<file path="src/rtl/miller_rx_ctrl_if.sv">
// Signal bundle between the Miller receive controller and its neighbours.
// The slave modport is the controller side. The master modport is the side that
// drives the detector pulses and consumes the assembled bytes and frame status.
interface miller_rx_ctrl_if;
    logic       in_enable;
    logic       in_sof_detected;
    logic       in_bit_valid;
    logic       in_bit;
    logic       in_eof_detected;
    logic       out_sof_en;
    logic       out_eof_en;
    logic [7:0] out_data;
    logic       out_data_valid;
    logic       out_parity_err;
    logic       out_frame_done;
    logic       out_frame_err;
    logic       out_short_frame;
    logic [5:0] out_byte_cnt;

    modport slave (
        input  in_enable, in_sof_detected, in_bit_valid, in_bit, in_eof_detected,
        output out_sof_en, out_eof_en, out_data, out_data_valid, out_parity_err,
               out_frame_done, out_frame_err, out_short_frame, out_byte_cnt
    );

    modport master (
        output in_enable, in_sof_detected, in_bit_valid, in_bit, in_eof_detected,
        input  out_sof_en, out_eof_en, out_data, out_data_valid, out_parity_err,
               out_frame_done, out_frame_err, out_short_frame, out_byte_cnt
    );
endinterface

</file>
<file path="src/rtl/miller_rx_ctrl.sv">
// Miller receive frame controller. It hunts for a start of frame and then
// assembles decoded bits into odd-parity bytes, sent LSB first. It recognises
// the 7-bit short frame and ends a frame on EoF or on an ETU silence timeout.
// All outputs are registered.
module miller_rx_ctrl #(
    parameter int ETU_CLKS    = 32,
    parameter int TIMEOUT_ETU = 4
) (
    input  logic            in_clk,
    input  logic            in_PoR,
    miller_rx_ctrl_if.slave bus
);
    localparam int TIMEOUT_CLKS = TIMEOUT_ETU * ETU_CLKS;
    localparam int TMR_W        = $clog2(TIMEOUT_CLKS + 1);
    // The timer is checked before it increments. Matching on the last count
    // makes the abort happen exactly TIMEOUT_CLKS cycles after the last strobe.
    localparam logic [TMR_W-1:0] TMR_LAST = TMR_W'(TIMEOUT_CLKS - 1);

    typedef enum logic [2:0] {IDLE, HUNT, RX, DONE, ERR} state_t;

    state_t           state_reg, state_next;
    logic [3:0]       bit_cnt_reg, bit_cnt_next;
    logic [8:0]       shift_reg, shift_next;
    logic [TMR_W-1:0] timer_reg, timer_next;
    logic [7:0]       data_reg, data_next;
    logic             data_valid_reg, data_valid_next;
    logic             parity_err_reg, parity_err_next;
    logic             frame_done_reg, frame_done_next;
    logic             frame_err_reg, frame_err_next;
    logic             short_reg, short_next;
    logic [5:0]       byte_cnt_reg, byte_cnt_next;
    logic             sof_en_reg, sof_en_next;
    logic             eof_en_reg, eof_en_next;

    // State register
    always_ff @(posedge in_clk or posedge in_PoR) begin
        if (in_PoR) begin
            state_reg <= IDLE;
        end else begin
            state_reg <= state_next;
        end
    end

    // Datapath and registered outputs
    always_ff @(posedge in_clk or posedge in_PoR) begin
        if (in_PoR) begin
            bit_cnt_reg    <= '0;
            shift_reg      <= '0;
            timer_reg      <= '0;
            data_reg       <= '0;
            data_valid_reg <= 1'b0;
            parity_err_reg <= 1'b0;
            frame_done_reg <= 1'b0;
            frame_err_reg  <= 1'b0;
            short_reg      <= 1'b0;
            byte_cnt_reg   <= '0;
            sof_en_reg     <= 1'b0;
            eof_en_reg     <= 1'b0;
        end else begin
            bit_cnt_reg    <= bit_cnt_next;
            shift_reg      <= shift_next;
            timer_reg      <= timer_next;
            data_reg       <= data_next;
            data_valid_reg <= data_valid_next;
            parity_err_reg <= parity_err_next;
            frame_done_reg <= frame_done_next;
            frame_err_reg  <= frame_err_next;
            short_reg      <= short_next;
            byte_cnt_reg   <= byte_cnt_next;
            sof_en_reg     <= sof_en_next;
            eof_en_reg     <= eof_en_next;
        end
    end

    // Next-state, bit assembly, frame-end decisions and output pulses
    always_comb begin
        state_next      = state_reg;
        bit_cnt_next    = bit_cnt_reg;
        shift_next      = shift_reg;
        timer_next      = timer_reg;
        data_next       = data_reg;
        data_valid_next = 1'b0;
        parity_err_next = 1'b0;
        frame_done_next = 1'b0;
        frame_err_next  = 1'b0;
        short_next      = short_reg;
        byte_cnt_next   = byte_cnt_reg;

        case (state_reg)
            IDLE: begin
                if (bus.in_enable) begin
                    state_next = HUNT;
                end
            end
            HUNT: begin
                if (bus.in_sof_detected) begin
                    state_next    = RX;
                    bit_cnt_next  = '0;
                    shift_next    = '0;
                    byte_cnt_next = '0;
                    short_next    = 1'b0;
                    timer_next    = '0;
                end
            end
            RX: begin
                // EoF takes priority, so a strobe in the same cycle is dropped.
                if (bus.in_eof_detected) begin
                    if (bit_cnt_reg == 4'd7 && byte_cnt_reg == 6'd0) begin
                        state_next      = DONE;
                        frame_done_next = 1'b1;
                        data_next       = {1'b0, shift_reg[6:0]};
                        data_valid_next = 1'b1;
                        short_next      = 1'b1;
                    end else if (bit_cnt_reg == 4'd0 && byte_cnt_reg != 6'd0) begin
                        state_next      = DONE;
                        frame_done_next = 1'b1;
                    end else begin
                        state_next     = ERR;
                        frame_err_next = 1'b1;
                    end
                end else if (bus.in_bit_valid) begin
                    timer_next = '0;
                    if (bit_cnt_reg == 4'd8) begin
                        // The ninth bit is the odd-parity bit. An even total is an error.
                        bit_cnt_next    = '0;
                        data_next       = shift_reg[7:0];
                        data_valid_next = 1'b1;
                        parity_err_next = ~(^{bus.in_bit, shift_reg[7:0]});
                        if (byte_cnt_reg != 6'd63) begin
                            byte_cnt_next = byte_cnt_reg + 6'd1;
                        end
                    end else begin
                        shift_next[bit_cnt_reg] = bus.in_bit;
                        bit_cnt_next            = bit_cnt_reg + 4'd1;
                    end
                end else if (timer_reg == TMR_LAST) begin
                    state_next     = ERR;
                    frame_err_next = 1'b1;
                end else begin
                    timer_next = timer_reg + TMR_W'(1);
                end
            end
            DONE:    state_next = HUNT;
            ERR:     state_next = HUNT;
            default: state_next = IDLE;
        endcase

        // Dropping enable wins over everything and ends the frame silently.
        if (!bus.in_enable) begin
            state_next      = IDLE;
            frame_done_next = 1'b0;
            frame_err_next  = 1'b0;
        end

        sof_en_next = (state_next == HUNT);
        eof_en_next = (state_next == RX);
    end

    assign bus.out_sof_en      = sof_en_reg;
    assign bus.out_eof_en      = eof_en_reg;
    assign bus.out_data        = data_reg;
    assign bus.out_data_valid  = data_valid_reg;
    assign bus.out_parity_err  = parity_err_reg;
    assign bus.out_frame_done  = frame_done_reg;
    assign bus.out_frame_err   = frame_err_reg;
    assign bus.out_short_frame = short_reg;
    assign bus.out_byte_cnt    = byte_cnt_reg;
endmodule

</file>
<file path="src/flat_wrapper.sv">
// flat-port wrapper written by rule: the top's interface ports become plain ports
module miller_rx_ctrl_flat 
#(
    parameter int ETU_CLKS    = 32,
    parameter int TIMEOUT_ETU = 4
)
  (in_clk, in_PoR, bus_in_enable, bus_in_sof_detected, bus_in_bit_valid, bus_in_bit, bus_in_eof_detected, bus_out_sof_en, bus_out_eof_en, bus_out_data, bus_out_data_valid, bus_out_parity_err, bus_out_frame_done, bus_out_frame_err, bus_out_short_frame, bus_out_byte_cnt);
  miller_rx_ctrl_if bus_i ();
  input  logic in_clk;
  input  logic in_PoR;
  input wire logic [$bits(bus_i.in_enable)-1:0] bus_in_enable;
  input wire logic [$bits(bus_i.in_sof_detected)-1:0] bus_in_sof_detected;
  input wire logic [$bits(bus_i.in_bit_valid)-1:0] bus_in_bit_valid;
  input wire logic [$bits(bus_i.in_bit)-1:0] bus_in_bit;
  input wire logic [$bits(bus_i.in_eof_detected)-1:0] bus_in_eof_detected;
  output wire logic [$bits(bus_i.out_sof_en)-1:0] bus_out_sof_en;
  output wire logic [$bits(bus_i.out_eof_en)-1:0] bus_out_eof_en;
  output wire logic [$bits(bus_i.out_data)-1:0] bus_out_data;
  output wire logic [$bits(bus_i.out_data_valid)-1:0] bus_out_data_valid;
  output wire logic [$bits(bus_i.out_parity_err)-1:0] bus_out_parity_err;
  output wire logic [$bits(bus_i.out_frame_done)-1:0] bus_out_frame_done;
  output wire logic [$bits(bus_i.out_frame_err)-1:0] bus_out_frame_err;
  output wire logic [$bits(bus_i.out_short_frame)-1:0] bus_out_short_frame;
  output wire logic [$bits(bus_i.out_byte_cnt)-1:0] bus_out_byte_cnt;
  assign bus_i.in_enable = bus_in_enable;
  assign bus_i.in_sof_detected = bus_in_sof_detected;
  assign bus_i.in_bit_valid = bus_in_bit_valid;
  assign bus_i.in_bit = bus_in_bit;
  assign bus_i.in_eof_detected = bus_in_eof_detected;
  assign bus_out_sof_en = bus_i.out_sof_en;
  assign bus_out_eof_en = bus_i.out_eof_en;
  assign bus_out_data = bus_i.out_data;
  assign bus_out_data_valid = bus_i.out_data_valid;
  assign bus_out_parity_err = bus_i.out_parity_err;
  assign bus_out_frame_done = bus_i.out_frame_done;
  assign bus_out_frame_err = bus_i.out_frame_err;
  assign bus_out_short_frame = bus_i.out_short_frame;
  assign bus_out_byte_cnt = bus_i.out_byte_cnt;
  miller_rx_ctrl #(.ETU_CLKS(ETU_CLKS), .TIMEOUT_ETU(TIMEOUT_ETU)) u_core (.in_clk(in_clk), .in_PoR(in_PoR), .bus(bus_i));
endmodule
</file>
<file path="config.mk">
export PLATFORM = sky130hd
export DESIGN_NAME = miller_rx_ctrl_flat
export DESIGN_NICKNAME = d
export VERILOG_FILES = /design/src/rtl/miller_rx_ctrl_if.sv /design/src/rtl/miller_rx_ctrl.sv /design/src/flat_wrapper.sv
export SDC_FILE = /design/constraint.sdc
export NUM_CORES = 1
export LEC_CHECK = 0
export ABC_AREA = 1
export CELL_PAD_IN_SITES_DETAIL_PLACEMENT = 1
export CELL_PAD_IN_SITES_GLOBAL_PLACEMENT = 2
export CORE_MARGIN = 10
export CORE_UTILIZATION = 29
export DETAILED_ROUTE_END_ITERATION = 12
export GPL_TIMING_DRIVEN = 0
export PLACE_DENSITY = 0.77
export RECOVER_POWER = 100
export REMOVE_ABC_BUFFERS = 1
export SLEW_MARGIN = 25
export SYNTH_ARGS = -nofsm -noshare
export SYNTH_HDL_FRONTEND = slang
export SYNTH_SLANG_ARGS = --single-unit
</file>
<file path="constraint.sdc">
create_clock -name in_clk -period 1.54 [get_ports in_clk]
set_input_delay 0.308 -clock in_clk [delete_from_list [all_inputs] [get_ports in_clk]]
set_output_delay 0.308 -clock in_clk [all_outputs]
set_load 0.02 [all_outputs]
</file>
==> results.ini, run 1 <==
[run_status]
status = finished with violations
violations = negative setup slack

[hold_path]
min_path_type = flop to flop

[place]
pre_cts_slack_ns = -0.933
placed_cell_area_sq_um = 3010
portBuffers = 27
dp_hpwl_mm = 5.09
place.gp.congestion = 0.786

[clock_tree]
cts-root-buf = clkbuf_8
clk_path_buf_depth = 2
insertion_delay_ns = 0.30
cts_made_buffers = 5
tritoncts = done
clk_pin_slew_ns = 0.09
htree_levels = 2
cts_sinks = 44
cts_hold_buffers = 0

[floorplan]
core_area_sq_um = 8760
die_w_um = 115
pin_count = 28
start_util = 0.299
die_h_um = 115
rows = 34
dieArea_sq_um = 13200

[worst_setup_path]
cp-end-kind = flop
critical_path_peak_fanout = 6
arrival_ns = 1.85
slowest_delay_ns = 0.42
crit_required_ns = 1.78
crit_type = flop to flop
critPathBufInv = 4
cp_top_family = buffers and inverters
crit_path_frequent_cell = buf_6
crit_chain = buf_6, nor3_4, buf_4, buf_6, a21oi_4, nor2_4, buf_12, nand3_2, nand2_1
critPathLaunchType = flop
slowest_stage = dfrtp_1

[global_routing]
globalRouteOverflowTotal = 0
antenna_found_initial = 0
grtUsageTotal = 0.116
grt_pass1_wl_mm = 12.7
grt_max_degree = 25
grt_pass1_vias = 2586

[power_and_ir_drop]
p_per_area_nw_per_um2 = 642
leakage_nw = 1.95
peakVddDrop_mv = 0.290

[layout]
final_common_cell = nand2_1
final_area_sq_um = 3770
final_cell_mix = nand2_1, dfrtp_1, nor2_1
nFillCells = 1077
multi_input_area_sq_um = 1620
final_util = 0.431
register_area_sq_um = 1100
syn_to_final_growth_pct = 44.1
n_antenna_cell = 0
drive_above_1_share = 0.292
fin_nets = 445

[timing]
hold_viol_final = 0
tightest_slew_ns = 0.967
fmaxAchievable_ghz = 0.623
setup_slack_ns = -0.0657
setup_viol = 28
finClkSkew_ns = 0.00452
drv_slew = 0
fin_crit_ns = 1.61
finalSetupTns_ns = -0.927
final.period_utilization = 1.04
rsz0062_at_grt = yes
slew_headroom = 0.355

[synth]
yosys_warnings = 0
syn_area_sq_um = 2620
avgSynthCellArea_sq_um = 7.34
synthCells = 357
ys_seq_area_frac = 0.420
synth_seq_cells = 44
yosys.cell_types.count = 29

[routing]
drt-met1-wl_mm = 3.54
wl_mm = 7.85
top_layer = met4
drcViolationCount = 0
dr_wl_met3_um = 350
final_antenna_net_count = 0
met2_length_mm = 3.83
via_per_inst = 4.74
wl_per_cell_um = 14.5
vias = 2560
dr.pass1.iters = 4
drtIter0Drc = 101

[run]
cap_violations = 0

worst min-delay path: stages, from the launching register on:
cell and delay [ns]:
dfrtp_1 0.35, nand2_1 0.05, nand2_1 0.05
Yosys cell counts:
cell | count | share of area
a21oi_1 | 3 | 0.0057
xor2_1 | 7 | 0.023
nor2_4 | 3 | 0.013
nand2_1 | 126 | 0.18
dfrtp_1 | 44 | 0.42
buf_4 | 2 | 0.0057
nor3b_1 | 3 | 0.0086
nor2_1 | 38 | 0.054
o21ai_2 | 2 | 0.0067
nor2_2 | 1 | 0.0024
nand3_1 | 23 | 0.044
xnor2_1 | 5 | 0.017
inv_1 | 37 | 0.053
nand4_1 | 13 | 0.031
inv_2 | 3 | 0.0043
buf_6 | 1 | 0.0043
nor3_4 | 1 | 0.0062
nor3_2 | 1 | 0.0038
o21ai_0 | 16 | 0.031
nand3_2 | 1 | 0.0038
nand2_2 | 4 | 0.0096
clkinv_1 | 1 | 0.0014
a21oi_2 | 1 | 0.0033
a211oi_1 | 2 | 0.0057
ha_1 | 7 | 0.033
nand2_4 | 2 | 0.0086
nor3_1 | 3 | 0.0057
buf_2 | 3 | 0.0057
o21ai_1 | 4 | 0.0076
metrics by stage:
step | power [mW] | cells | hold WS [ns]
final | 2.42 | 540 | 0.477
after global placement | 1.40 | 486 | 0.461
after global routing | 2.54 | 540 | 0.503
after detailed placement | 1.41 | 487 | 0.466
after floorplan | 1.32 | 351 | 0.395
after CTS | 2.43 | 530 | 0.399
worst paths after layout:
kind	slack [ns]	from	endpoint	cells after the start
max reg2reg	-0.07	u_core.state_reg[2]	u_core.timer_reg[2]	9
min reg2reg	0.48	u_core.bus.out_data[2]	u_core.bus.out_data[2]	2
max	-0.07	u_core.state_reg[2]	u_core.timer_reg[2]	9
max in group asynchronous	0.14	in_PoR	u_core.bus.out_byte_cnt[5]	3
min	0.48	u_core.bus.out_data[2]	u_core.bus.out_data[2]	2
min in group asynchronous	0.67	in_PoR	u_core.timer_reg[2]	2
timing repair:
item,4_1_cts,5_1_grt
buffers inserted,34,9
setup endpoints to repair,64,39
gates cloned,1,1
resized for setup,81,43
pin swaps,20,23
per-layer routing:
layer  vias to the layer above  global-route usage
met4                         0              0.0281
met1                      1239               0.139
li1                       1275                   -
met2                        35               0.202
met5                         -                   0
met3                        11              0.0313
area by class of cell:
class	count	share of cell area
Tap cell	108	0.0358
Clock buffer	6	0.0192
Inverter	41	0.0468
Sequential cell	44	0.292
Clock inverter	2	0.00928
Multi-Input combinational cell	268	0.429
Timing Repair Buffer	71	0.167
report_power, final:
group          internal (mW)  switching (mW)  total, mW
Combinational          0.143           0.204      0.347
Sequential              1.16         0.00973       1.17
Clock                  0.482           0.419      0.902
Total                   1.79           0.633       2.42
logic make-up after synthesis:
family	share of synthesized area
xor gates and xnor gates	0.0401
DFF	0.420
adders and majority gates	0.0334
and+or+nand+nor	0.372
buffers and inverters	0.0745
AOI/OAI and AO/OA	0.0597
Note: power is estimated with default switching activity, not from simulation.
==> run 2, diff against run 1 <==
--- a/config.mk
+++ b/config.mk
@@ -8,7 +8,7 @@
 export ABC_AREA = 1
 export CELL_PAD_IN_SITES_DETAIL_PLACEMENT = 1
 export CELL_PAD_IN_SITES_GLOBAL_PLACEMENT = 2
-export CORE_MARGIN = 10
+export CORE_MARGIN = 2
 export CORE_UTILIZATION = 29
 export DETAILED_ROUTE_END_ITERATION = 12
 export GPL_TIMING_DRIVEN = 0
==> results.ini, run 2 (synthesis results as in run 1) <==
[run_status]
status = finished with violations
violations = negative setup slack

[place]
place.gp.congestion = 0.753  ; -4.1%
dp_hpwl_mm = 4.91  ; -3.5%
dp_cells = 487  ; unchanged
pre_cts_slack_ns = -0.971  ; -0.0386 ns
portBuffers = 27  ; unchanged

[clock_tree]
cts_hold_buffers = 0  ; unchanged
clk_pin_slew_ns = 0.09  ; about the same
insertion_delay_ns = 0.30  ; about the same
cts-root-buf = clkbuf_8
cts_made_buffers = 5  ; unchanged
clk_path_buf_depth = 2  ; unchanged
tritoncts = done
cts_sinks = 44  ; unchanged
htree_levels = 2  ; unchanged

[routing]
final_antenna_net_count = 0  ; unchanged
via_per_inst = 4.75  ; +0.23%
drcViolationCount = 0  ; unchanged
vias = 2528  ; -1.3%
wl_mm = 7.42  ; -5.5%
wl_per_cell_um = 13.9  ; -4.1%
drtIter0Drc = 44  ; -56%
dr.pass1.iters = 4  ; unchanged

[floorplan]
rows = 34  ; unchanged
pin_count = 28  ; unchanged
die_w_um = 99.0  ; -14%
dieArea_sq_um = 9810  ; -26%
start_util = 0.300  ; +0.00146
core_area_sq_um = 8720  ; -0.49%
die_h_um = 99.0  ; -14%

[worst_setup_path]
critPathLaunchType = flop
cp-end-kind = flop
critPathBufInv = 4  ; unchanged
arrival_ns = 1.76  ; -0.09 ns
reg2reg_slack_ns = -0.03  ; +0.03 ns
crit_type = flop to flop
critical_path_peak_fanout = 7  ; +1
cp_top_family = buffers and inverters
slowest_stage = dfrtp_1
slowest_delay_ns = 0.40  ; -0.02 ns
crit_chain = inv_2, nand2_4, nor2_4, buf_6, buf_8, o21ai_4, nand2_4, nor2_4, buf_12, nand2_1, o21ai_1
crit_required_ns = 1.73  ; -0.05 ns

[layout]
drive_above_1_share = 0.245  ; -0.0464
syn_to_final_growth_pct = 37.2
final_common_cell = nand2_1
nFillCells = 1082  ; +0.46%
fin_cells = 532  ; -1.5%
fin_nets = 437  ; -1.8%
n_antenna_cell = 0  ; unchanged
final_cell_mix = nand2_1, dfrtp_1, inv_1, nor2_1, buf_4

[global_routing]
antenna_found_initial = 0  ; unchanged
grt_pass1_wl_mm = 12.6  ; -0.17%
grt_max_degree = 24  ; -4.0%
grt_pass1_vias = 2583  ; -0.12%
grtUsageTotal = 0.160  ; +0.0439
globalRouteOverflowTotal = 0  ; unchanged

[power_and_ir_drop]
leakage_nw = 1.87  ; -3.8%
p_per_area_nw_per_um2 = 626  ; -2.4%
peakVddDrop_mv = 0.271  ; -6.6%
p_total_mw = 2.25  ; -7.1%

[run]
cap_violations = 0  ; unchanged

[timing]
rsz0062_at_grt = yes
tightest_slew_ns = 0.908  ; -0.0582 ns
fin_crit_ns = 1.57  ; -0.0345 ns
slew_headroom = 0.394  ; +0.0389
finClkSkew_ns = 0.00929  ; +0.00477 ns
fmaxAchievable_ghz = 0.636  ; +2.2%
final.period_utilization = 1.02  ; -0.0224
setup_viol = 6  ; -79%
finalSetupTns_ns = -0.121  ; +0.805 ns
hold_viol_final = 0  ; unchanged
holdWs_ns = 0.478  ; +0.000445 ns
setup_slack_ns = -0.0312  ; +0.0345 ns
drv_slew = 0  ; unchanged

[hold_path]
min_path_type = flop to flop

[run 2: cell types whose count changed in the layout (fill, tap and decap cells not counted), moves of 2 or more]
cell / previous run / this run
nor2_2: 5 / 7
buf_6: 11 / 3
inv_1: 29 / 31
o21ai_1: 6 / 4
nand2_4: 7 / 5
nand2_1: 105 / 114
inv_2: 8 / 6
o21ai_2: 1 / 3
nor2_4: 8 / 6
nand3_1: 16 / 19
nand2_2: 18 / 12
nand3_2: 6 / 3
[run 2: final cells by class]
class | instances | area (sq um) | share of cell area
Multi-Input combinational cell | 269 | 1540 | 0.430
Sequential cell | 44 | 1100 | 0.307
Timing Repair Buffer | 62 | 552 | 0.154
Inverter | 41 | 166 | 0.0463
Tap cell | 108 | 135 | 0.0376
Clock buffer | 6 | 82.6 | 0.0230
Clock inverter | 2 | 10.0 | 0.00279
[run 2: path summary, 6_finish.rpt]
path                                        startpoint                         end  cells past startpoint
worst max-delay path               u_core.state_reg[2]  u_core.bus.out_byte_cnt[4]                     11
worst min-delay path            u_core.bus.out_data[5]      u_core.bus.out_data[5]                      2
worst max register to register     u_core.state_reg[2]  u_core.bus.out_byte_cnt[4]                     11
worst min register to register  u_core.bus.out_data[5]      u_core.bus.out_data[5]                      2
max in group asynchronous                       in_PoR         u_core.state_reg[2]                      3
min in group asynchronous                       in_PoR         u_core.timer_reg[2]                      2
[run 2: power breakdown]
group / total (mW) / switching, mW / internal, mW
clock: 0.775 / 0.416 / 0.359
sequential: 1.17 / 0.00979 / 1.16
combinational: 0.302 / 0.189 / 0.114
total: 2.25 / 0.614 / 1.64
[run 2: layer usage]
| metal | part of all wire | track usage | up-vias |
|---|---|---|---|
| met4 | 0.0054 | 0.0253 | 0 |
| met1 | 0.46 | 0.204 | 1233 |
| met5 | 0 | 0 | - |
| met2 | 0.51 | 0.284 | 29 |
| met3 | 0.027 | 0.0348 | 4 |
| li1 | - | - | 1262 |
[run 2: metrics by stage]
step	utilization	instance area (sq um)
global placement	0.342	2980
detailed placement	0.344	3000
global route	0.412	3590
CTS	0.388	3390
floorplan	-	2580
finish	0.412	3590
[run 2: worst register-to-register path: stages (launching register included)]
cell and delay (ns):
dfrtp_1 0.40, inv_2 0.08, nand2_4 0.05, nor2_4 0.18, buf_6 0.16, buf_8 0.10
o21ai_4 0.06, nand2_4 0.13, nor2_4 0.07, buf_12 0.14, nand2_1 0.05, o21ai_1 0.05
[run 2: what timing repair did]
item	in CTS	in global routing
cloned	2	1
endpoints found under the setup margin	64	37
pin swaps	10	11
resized for setup	62	30
buffers inserted	20	14
